[src/rtl/cpu_pkg.sv]
// Shared definitions for the 16-bit single-issue CPU.
//   OP_*      : opcode field values (inst[15:12]) that the fetch unit and
//               control unit care about.
//   NOP_INST  : BR with nzp=000. It is never taken and writes nothing, so it
//               is a safe value to leave in the instruction register.
//   fetchState_e : fetch unit sequencing states.
//   sextOffset9  : sign-extends a 9-bit PC-relative offset to 16 bits.
package cpu_pkg;

  localparam logic [3:0]  OP_BR    = 4'hD;
  localparam logic [3:0]  OP_JMP   = 4'hE;
  localparam logic [3:0]  OP_HALT  = 4'hF;

  localparam logic [15:0] NOP_INST = 16'hD000;

  typedef enum logic [1:0] {
    FETCH  = 2'd0,
    EXEC   = 2'd1,
    HALTED = 2'd2
  } fetchState_e;

  function automatic logic [15:0] sextOffset9(input logic [8:0] off);
    return {{7{off[8]}}, off};
  endfunction

endpackage

[src/rtl/next_pc_calc.sv]
// Next-PC computation, purely combinational. Shared by the fetch unit and
// the branch-trace monitor so both agree on where control goes next.
//   pc        in  16  PC of the executing instruction
//   inst      in  16  executing instruction word
//   jmpTarget in  16  base-register value used by JMP
//   pcSel     in   1  1 = take the branch/jump target, 0 = fall through
//   nextPc    out 16  PC of the next instruction (modulo 2^16)
module next_pc_calc
  import cpu_pkg::*;
(
  input  logic [15:0] pc,
  input  logic [15:0] inst,
  input  logic [15:0] jmpTarget,
  input  logic        pcSel,
  output logic [15:0] nextPc
);

  logic [15:0] seqPc;
  logic [15:0] branchTarget;
  logic [15:0] target;

  // Bits 11:9 hold nzp / base-register fields that do not affect the target.
  logic unusedInstBits;
  assign unusedInstBits = ^inst[11:9];

  // NOTE: every signal written in an always_comb gets a value on every path;
  // a missed assignment would infer a latch.
  always_comb begin
    seqPc        = pc + 16'd1;
    branchTarget = seqPc + sextOffset9(inst[8:0]);
    target       = (inst[15:12] == OP_JMP) ? jmpTarget : branchTarget;
    nextPc       = pcSel ? target : seqPc;
  end

endmodule

[src/rtl/inst_fetch_unit.sv]
// Instruction fetch unit: owns the PC, fetches over a req/ack handshake,
// holds the instruction register and applies the control unit's next-PC
// decision.
//   clk, rst     clock and synchronous active-high reset
//   imem_req     out  fetch request (registered)
//   imem_addr    out  fetch address, driven straight from the PC register
//   imem_ack     in   memory response valid, used only while fetching
//   imem_rdata   in   fetched instruction word
//   inst         out  instruction register
//   inst_valid   out  inst is executing this cycle
//   pc           out  PC of inst
//   pc_sel       in   1 = take branch/jump target
//   change       in   0 = HALT
//   jmp_target   in   JMP base-register value
//   stall        in   hold the current instruction in EXEC
//   halted       out  core stopped, leaves only via rst
module inst_fetch_unit #(
  parameter logic [15:0] RESET_PC = 16'h0000,
  parameter logic [15:0] NOP_INST = cpu_pkg::NOP_INST
) (
  input  logic        clk,
  input  logic        rst,
  output logic        imem_req,
  output logic [15:0] imem_addr,
  input  logic        imem_ack,
  input  logic [15:0] imem_rdata,
  output logic [15:0] inst,
  output logic        inst_valid,
  output logic [15:0] pc,
  input  logic        pc_sel,
  input  logic        change,
  input  logic [15:0] jmp_target,
  input  logic        stall,
  output logic        halted
);

  import cpu_pkg::*;

  fetchState_e state;
  logic [15:0] nextPc;

  next_pc_calc uNextPc (
    .pc        (pc),
    .inst      (inst),
    .jmpTarget (jmp_target),
    .pcSel     (pc_sel),
    .nextPc    (nextPc)
  );

  // The address comes from the PC register, so it is stable for the whole
  // fetch without a separate address register.
  assign imem_addr = pc;

  // All outputs except imem_addr are registered; they are updated together
  // with the state so each one is a pure function of the state it enters.
  // NOTE: sequential state uses non-blocking assignments so every register
  // samples the pre-edge values, independent of statement order.
  always_ff @(posedge clk) begin
    if (rst) begin
      // Reset wins over everything, including an ack in the same cycle.
      state      <= FETCH;
      pc         <= RESET_PC;
      inst       <= NOP_INST;
      inst_valid <= 1'b0;
      halted     <= 1'b0;
      imem_req   <= 1'b1;
    end else begin
      unique case (state)
        FETCH: begin
          // imem_req is always high here, so ack alone completes the fetch.
          if (imem_ack) begin
            inst       <= imem_rdata;
            state      <= EXEC;
            imem_req   <= 1'b0;
            inst_valid <= 1'b1;
          end
        end

        EXEC: begin
          // pc_sel/change only matter on the single non-stalled EXEC cycle.
          if (!stall) begin
            inst_valid <= 1'b0;
            if (!change) begin
              state  <= HALTED;
              halted <= 1'b1;
              inst   <= NOP_INST;
            end else begin
              pc       <= nextPc;
              state    <= FETCH;
              imem_req <= 1'b1;
            end
          end
        end

        HALTED: begin
          // Frozen until reset; registered outputs already hold halt values.
        end

        default: begin
          state      <= FETCH;
          inst       <= NOP_INST;
          inst_valid <= 1'b0;
          halted     <= 1'b0;
          imem_req   <= 1'b1;
        end
      endcase
    end
  end

endmodule

[config.mk]
export PLATFORM = sky130hd
export DESIGN_NAME = inst_fetch_unit
export DESIGN_NICKNAME = d
export VERILOG_FILES = /design/src/rtl/cpu_pkg.sv /design/src/rtl/next_pc_calc.sv /design/src/rtl/inst_fetch_unit.sv
export SDC_FILE = /design/constraint.sdc
export NUM_CORES = 1
export LEC_CHECK = 0
export ABC_AREA = 1
export BUFFER_PORTS_ARGS = -buffer_cell sky130_fd_sc_hd__buf_2
export CAP_MARGIN = 30
export CORE_MARGIN = 5
export CORE_UTILIZATION = 30
export CTS_CLUSTER_SIZE = 16
export DETAILED_ROUTE_END_ITERATION = 10
export PLACE_DENSITY_LB_ADDON = 0.08
export SETUP_SLACK_MARGIN = 0.3
export SLEW_MARGIN = 15
export SYNTH_ARGS = -nofsm -noshare
export SYNTH_HDL_FRONTEND = slang
export SYNTH_SLANG_ARGS = --single-unit
[constraint.sdc]
create_clock -name clk -period 2.7 [get_ports clk]
set_input_delay 0.54 -clock clk [delete_from_list [all_inputs] [get_ports clk]]
set_output_delay 0.54 -clock clk [all_outputs]
set_load 0.005 [all_outputs]
Word level (Yosys, flattened, before mapping)
Cells that the tools add are included.
{ "totals": {"word_cells": 45, "in_bits": 38, "output_inout_bits": 51, "ff_bits": 37} }
{ "op_classes": {"reduce_logical": 7, "muxes": 20, "add_sub_neg": 2, "bitwise_logic": 3, "eq_ne": 7} }
{ "ops": {"columns": ["op", "n"], "rows": [
  ["16-bit 2-to-1 mux", 5],
  ["16-bit one-hot mux with 3 select lines", 1],
  ["16-bit by 1-bit adder with 16-bit output (second input constant)", 1],
  ["16-bit adder", 1],
  ["3-bit AND reduction", 3],
  ["2-bit inequality test (second input constant)", 4],
  ["4-bit AND reduction", 2],
  ["1-bit 2-to-1 mux", 7],
  ["2-bit 2-to-1 mux", 3],
  ["1-bit one-hot mux with 3 select lines", 2],
  ["2-bit one-hot mux with 3 select lines", 1],
  ["4-bit == test (second input constant)", 1],
  ["1-bit inverter", 3],
  ["2-bit by 1-bit == test with 1-bit output (second input constant)", 1],
  ["2-bit == test (second input constant)", 1],
  ["2-bit logical NOT", 1],
  ["1-bit one-hot mux with 2 select lines", 1],
  ["2-bit OR reduction", 1]
]} }

Logic depth before layout (Yosys ltp)
{ "logic_depth": {"depth_word": 4, "depth_mapped": 19, "ltp_nobuf": 19} }

Modules after synthesis
From an unflattened synthesis, not the netlist that was laid out.
{ "unflattened": {"cells_unflattened": 522, "area_unflattened_um2": 3166.8} }
{ "by_module_without_submodules": {"columns": ["module", "cells_per_inst", "n_inst", "seq_area_each_um2", "area_each_um2"], "rows": [
  ["next_pc_calc", 302, 1, 0.0, 1587.8],
  ["inst_fetch_unit", 220, 1, 720.7, 1579.0]
]} }

Least setup slack after synthesis
OpenSTA, ideal clock, no wires.
{ "synth_timing": {"path_type": "register -> register", "from": "register pc[1], in the netlist imem_addr[1]", "to": "register pc[15], in the netlist imem_addr[15]", "required_ns": 2.581, "slack_ns": 0.311, "t_arrival_ns": 2.270, "stages_incl_launch_ff": 20, "n_path_buf": 0, "period_less_slack_ns": 2.389, "setup_time_ns": 0.119, "path_cell_list": "dfxtp_1 > ha_1 > nand2_2 > nor2_4 > nand2_2 > nor3_1 > nand2_1 > nand2_1 > inv_1 > ha_1 > nand2_1 > inv_1 > a21oi_1 > nand2_1 > a21oi_1 > inv_1 > nand2_1 > nand3_1 > nand2_1 > a21oi_1"} }
{ "synth_between": {"elab_chain_cells": 4} }
{ "synth_rtl": {"columns": ["item", "line", "rtl"], "rows": [
  ["start: declaration", "inst_fetch_unit.sv:29", "output logic [15:0] pc,"],
  ["start signal: assignment", "inst_fetch_unit.sv:88", "pc <= nextPc;"],
  ["16-bit by 1-bit adder with 16-bit output (*)", "next_pc_calc.sv:29", "seqPc = pc + 16'd1;"],
  ["16-bit adder", "next_pc_calc.sv:30", "branchTarget = seqPc + sextOffset9(inst[8:0]);"],
  ["16-bit 2-to-1 mux", "next_pc_calc.sv:31", "target = (inst[15:12] == OP_JMP) ? jmpTarget : branchTarget;"],
  ["16-bit 2-to-1 mux (*)", "next_pc_calc.sv:32", "nextPc = pcSel ? target : seqPc;"]
]} }
Mark *: on every way between the ends. The rest lies on a longest branch, timed or not.
A chain may end at the register's enable or synchronous reset.

Worst setup path in the final report
{ "layout_timing": {"from": "register pc[0], in the netlist imem_addr[0]", "to": "register pc[14], in the netlist imem_addr[14]"} }
The elaborated chain is that of the path after synthesis.

==> summary.txt <==
Status
  • Status: complete, no violations

Clock tree
  • TritonCTS clock tree: done
  • H-tree depth: 2
  • Hold buffers post-CTS: 0
  • Root buffer cell: clkbuf_8
  • Inserted Clock Buffers: 5
  • Clock tree sinks: 36
  • Clock Path Buffers: 2
  • CTS clk-pin slew, worst paths: 0.09 ns
  • Clk Latency, worst-skew pair: 0.30 ns

Pwr
  • Total Power: 1447 uW
  • Clock power frac: 0.295
  • Static Leak: approximately 0.0023 uW
  • Sequential power share: 0.417
  • Power Density: 330.3 nW/um2
  • Max IR drop VDD: 0.0001924 V
  • Int Power: 931.7 uW
  • Switching Share: 0.3559
  • Combinational Power Share: 0.288
  • Sw power: 514.8 uW

Final layout
  • Area growth, synth to finish: 41.36%
  • Share of cells above drive strength 1: 0.4269
  • Count of nets after finishing: between 600 and 700
  • Diode count: 0
  • Final Instance Area: 4379 um2
  • Final core occ: 0.4300

Timing
  • Final-report hold violation count: 0
  • Setup Skew: 0.01222 ns
  • Slew margin rel.: 0.5371
  • RSZ-0062 raised after global routing: yes
  • TNS Setup: 0 ns
  • Worst-Margin Slew: 0.6933 ns
  • Tcrit/Tclk final: 0.9565
  • Slew Limit Fails: 0
  • Min Tclk post-route: roughly 2.6 ns
  • PnR worst setup slack: around 0.12 ns
  • # setup viols final: 0
  • Max Freq: slightly below 0.4 GHz

Drt
  • Antenna-violating nets left: 0
  • First-pass DRT Iterations: 4
  • Via density: 4.728
  • DR WL/cell: around 15 um
  • Vias: 3423
  • Drt first-iter violations: 95
  • Post-Route WL: 10590 um
  • DRC: 0

Critical path
  • Critical path required time: 2.89 ns
  • Startpoint types: flop
  • Crit. End Element: flop
  • Max incr delay on CP: 0.37 ns
  • Critical path class: reg2reg
  • Worst Path Max Fanout: 3
  • Slowest-stage cell, CP: dfxtp_2
  • Worst Setup SP: imem_addr[0]$_SDFFE_PP0P_
  • Worst Path Buf+Inv: 2
  • CP delay by family, top: simple AND/OR/NAND/NOR gates
  • Crit-path cells: buf_6 -> clkinvlp_4 -> nor3_4 -> nand2_2 -> nor2_4 -> xor2_4 -> ha_4 -> nand2_4 -> nand2_4 -> o21bai_4 -> a21oi_2 -> nand2_1 -> nand2_1 -> nand3_2 -> a21oi_2 -> nor2_1
  • Critical Path AT: 2.78 ns
  • Worst r2r src: imem_addr[0]$_SDFFE_PP0P_

Run
  • Max-cap viol count: 0

Floorplan
  • Starting Density: 0.3042
  • Io pins: 89
  • Die Area: 12460 um2
  • FP Rows: 37
  • Chip height: ~110 um
  • Die width: 111.6 um
  • Core footprint: 10180 um2

Synthesis
  • Yosys warns: 0
  • FF+latch count, synth: 36
  • Synth Area in XOR/XNOR: 0.05048
  • Netlist cell types: 40
  • Area share of fa/ha/maj cells after synthesis: 0.08724
  • Sequential fraction of the synthesis area: 0.2326
  • Post-Synth Simple-Gate Area: 0.3086
  • Mean Syn Cell Area: about 6.5 um2
  • Synth Area in Compound Gates: 0.1870
  • Netlist Area Pre-Place: approximately 3100 um2
  • Main combinational cell family by area after synthesis: simple AND/OR/NAND/NOR gates
  • Post-Synthesis Cells: 475
  • Mux cell area share after synthesis: 0
  • Syn nets: 534

Place
  • GP Congestion: 0.8101
  • Area after DPL: around 3700 um2
  • Buffers on Ports: 88
  • Setup WS pre-CTS: -0.06715 ns
  • DP HPWL: 8113 um

Global routing
  • Total Routing Usage GR: 0.1670
  • Initial antenna violation count: 0
  • Largest net degree at the start of global routing: 32
  • Grt ovf: 0
  • Vias in the first global route: 3445
  • Global-route wire length before repair: 17060 um

Worst hold path
  • Hold Crit Start: inst[11]$_SDFFE_PP0P_
  • Hold Crit Class: reg2reg
-- tightest hold or removal path: stages, from the launching register on --
cell and delay, ns:
dfxtp_1 0.33, nand2_2 0.07, a21oi_2 0.04
-- cell usage in the layout (no fill, tap or decap), types with 2 or more instances in the layout --
cell type	n
nor2_4	4
nor2_1	22
a21oi_2	20
a21oi_1	17
inv_2	4
nand2_2	27
nor2_2	10
o21ai_0	36
nand3b_1	2
dfxtp_1	30
nand4_1	3
nand2_1	97
buf_6	3
o21ai_1	3
or2_2	4
buf_4	41
ha_1	9
clkinv_2	2
xor2_1	10
clkinvlp_4	2
inv_1	53
nand2_4	5
a31oi_1	7
ha_4	11
nor3_4	2
buf_2	88
clkbuf_8	5
xor2_4	2
nand3_1	31
dfxtp_2	5
nand3_2	3
xor2_2	3
inv_6	2
o21bai_1	9
-- state kept, by name (all words and copies together) (netlist names) --
register	count
halted	1
imem_req	1
inst_valid	1
state	1
imem_addr	16
inst	16
-- power groups by stage --
stage / Clock (uW) / Combinational, uW / Sequential (uW)
2_1_floorplan: 0 / 227 / 612
3_3_place_gp: 0 / 362 / 612
3_5_place_dp: 0 / 364 / 612
4_1_cts: 441 / 395 / 602
5_1_grt: 468 / 466 / 611
6_report: 427 / 416 / 604
-- synth_stat cells (all sizes together) --
library cell  count  area, um2
nor3              3      20.02
nor2             36      172.7
nand3b            2      15.01
ha               20      250.2
nand4             3      18.77
o211ai            1      7.510
o21bai           10      75.07
nand3            34      170.2
a31oi             8      50.05
clkinv            2      8.750
inv              59      226.5
a21oi            38      224.0
xnor2             2      17.52
o21ai            40      200.2
or2               4      25.02
and2              2      12.51
fa                1      20.02
a21o              1      7.510
o31ai             1      7.510
dfxtp            36      720.7
nand2           129      521.7
buf              19      148.9
a211oi            1      7.510
xor2             15      138.9
clkbuf            8      31.28
-- routing by layer --
metal / vias up / GRT usage / share of wire
met4: 0 / 0.05272 / 0.027
li1: 1742 / - / -
met5: - / 0 / 0
met1: 1577 / 0.2022 / 0.43
met2: 87 / 0.2946 / 0.50
met3: 17 / 0.03533 / 0.052
-- area by class of cell --
class | instances | area, um2
fill | 1130 | 5806
multi-input combinational | 351 | 2367
timing repair buffer | 132 | 782.0
sequential | 36 | 730.7
inverter | 61 | 239.0
tap | 136 | 170.2
clock buffer | 5 | 68.82
clock inverter | 3 | 21.27
-- logic make-up (layout without fill, tap and decap cells) --
kind of cell / after synthesis / after routing
AOI/OAI and AO/OA: 100 / 100
xor gates and xnor gates: 17 / 17
adders and majority gates: 21 / 21
buffers and inverters: 88 / 201
DFF: 36 / 36
and+or+nand+nor: 213 / 213
-- stage by stage --
| stage | std cells | hold WS, ns |
|---|---|---|
| global placement | 697 | 0.4552 |
| CTS | 719 | 0.4766 |
| detailed placement | 697 | 0.4587 |
| floorplan | 475 | 0.4599 |
| finish | 724 | 0.4747 |
| global route | 724 | 0.4807 |
-- worst paths after layout --
path                                endpoint  slack [ns]  cells after the start
setup / recovery  imem_addr[14]$_SDFFE_PP0P_        0.12                     16
hold / removal         inst[11]$_SDFFE_PP0P_        0.47                      2
setup reg to reg  imem_addr[14]$_SDFFE_PP0P_        0.12                     16
hold reg to reg        inst[11]$_SDFFE_PP0P_        0.47                      2
-- repair_timing --
action / 4_1_cts / 5_1_grt
setup endpoints to repair: 11 / 10
setup buffers: 14 / 5
pin swaps: 21 / 40
gates resized for setup: 46 / 44
(Power assumes the default switching activity.)
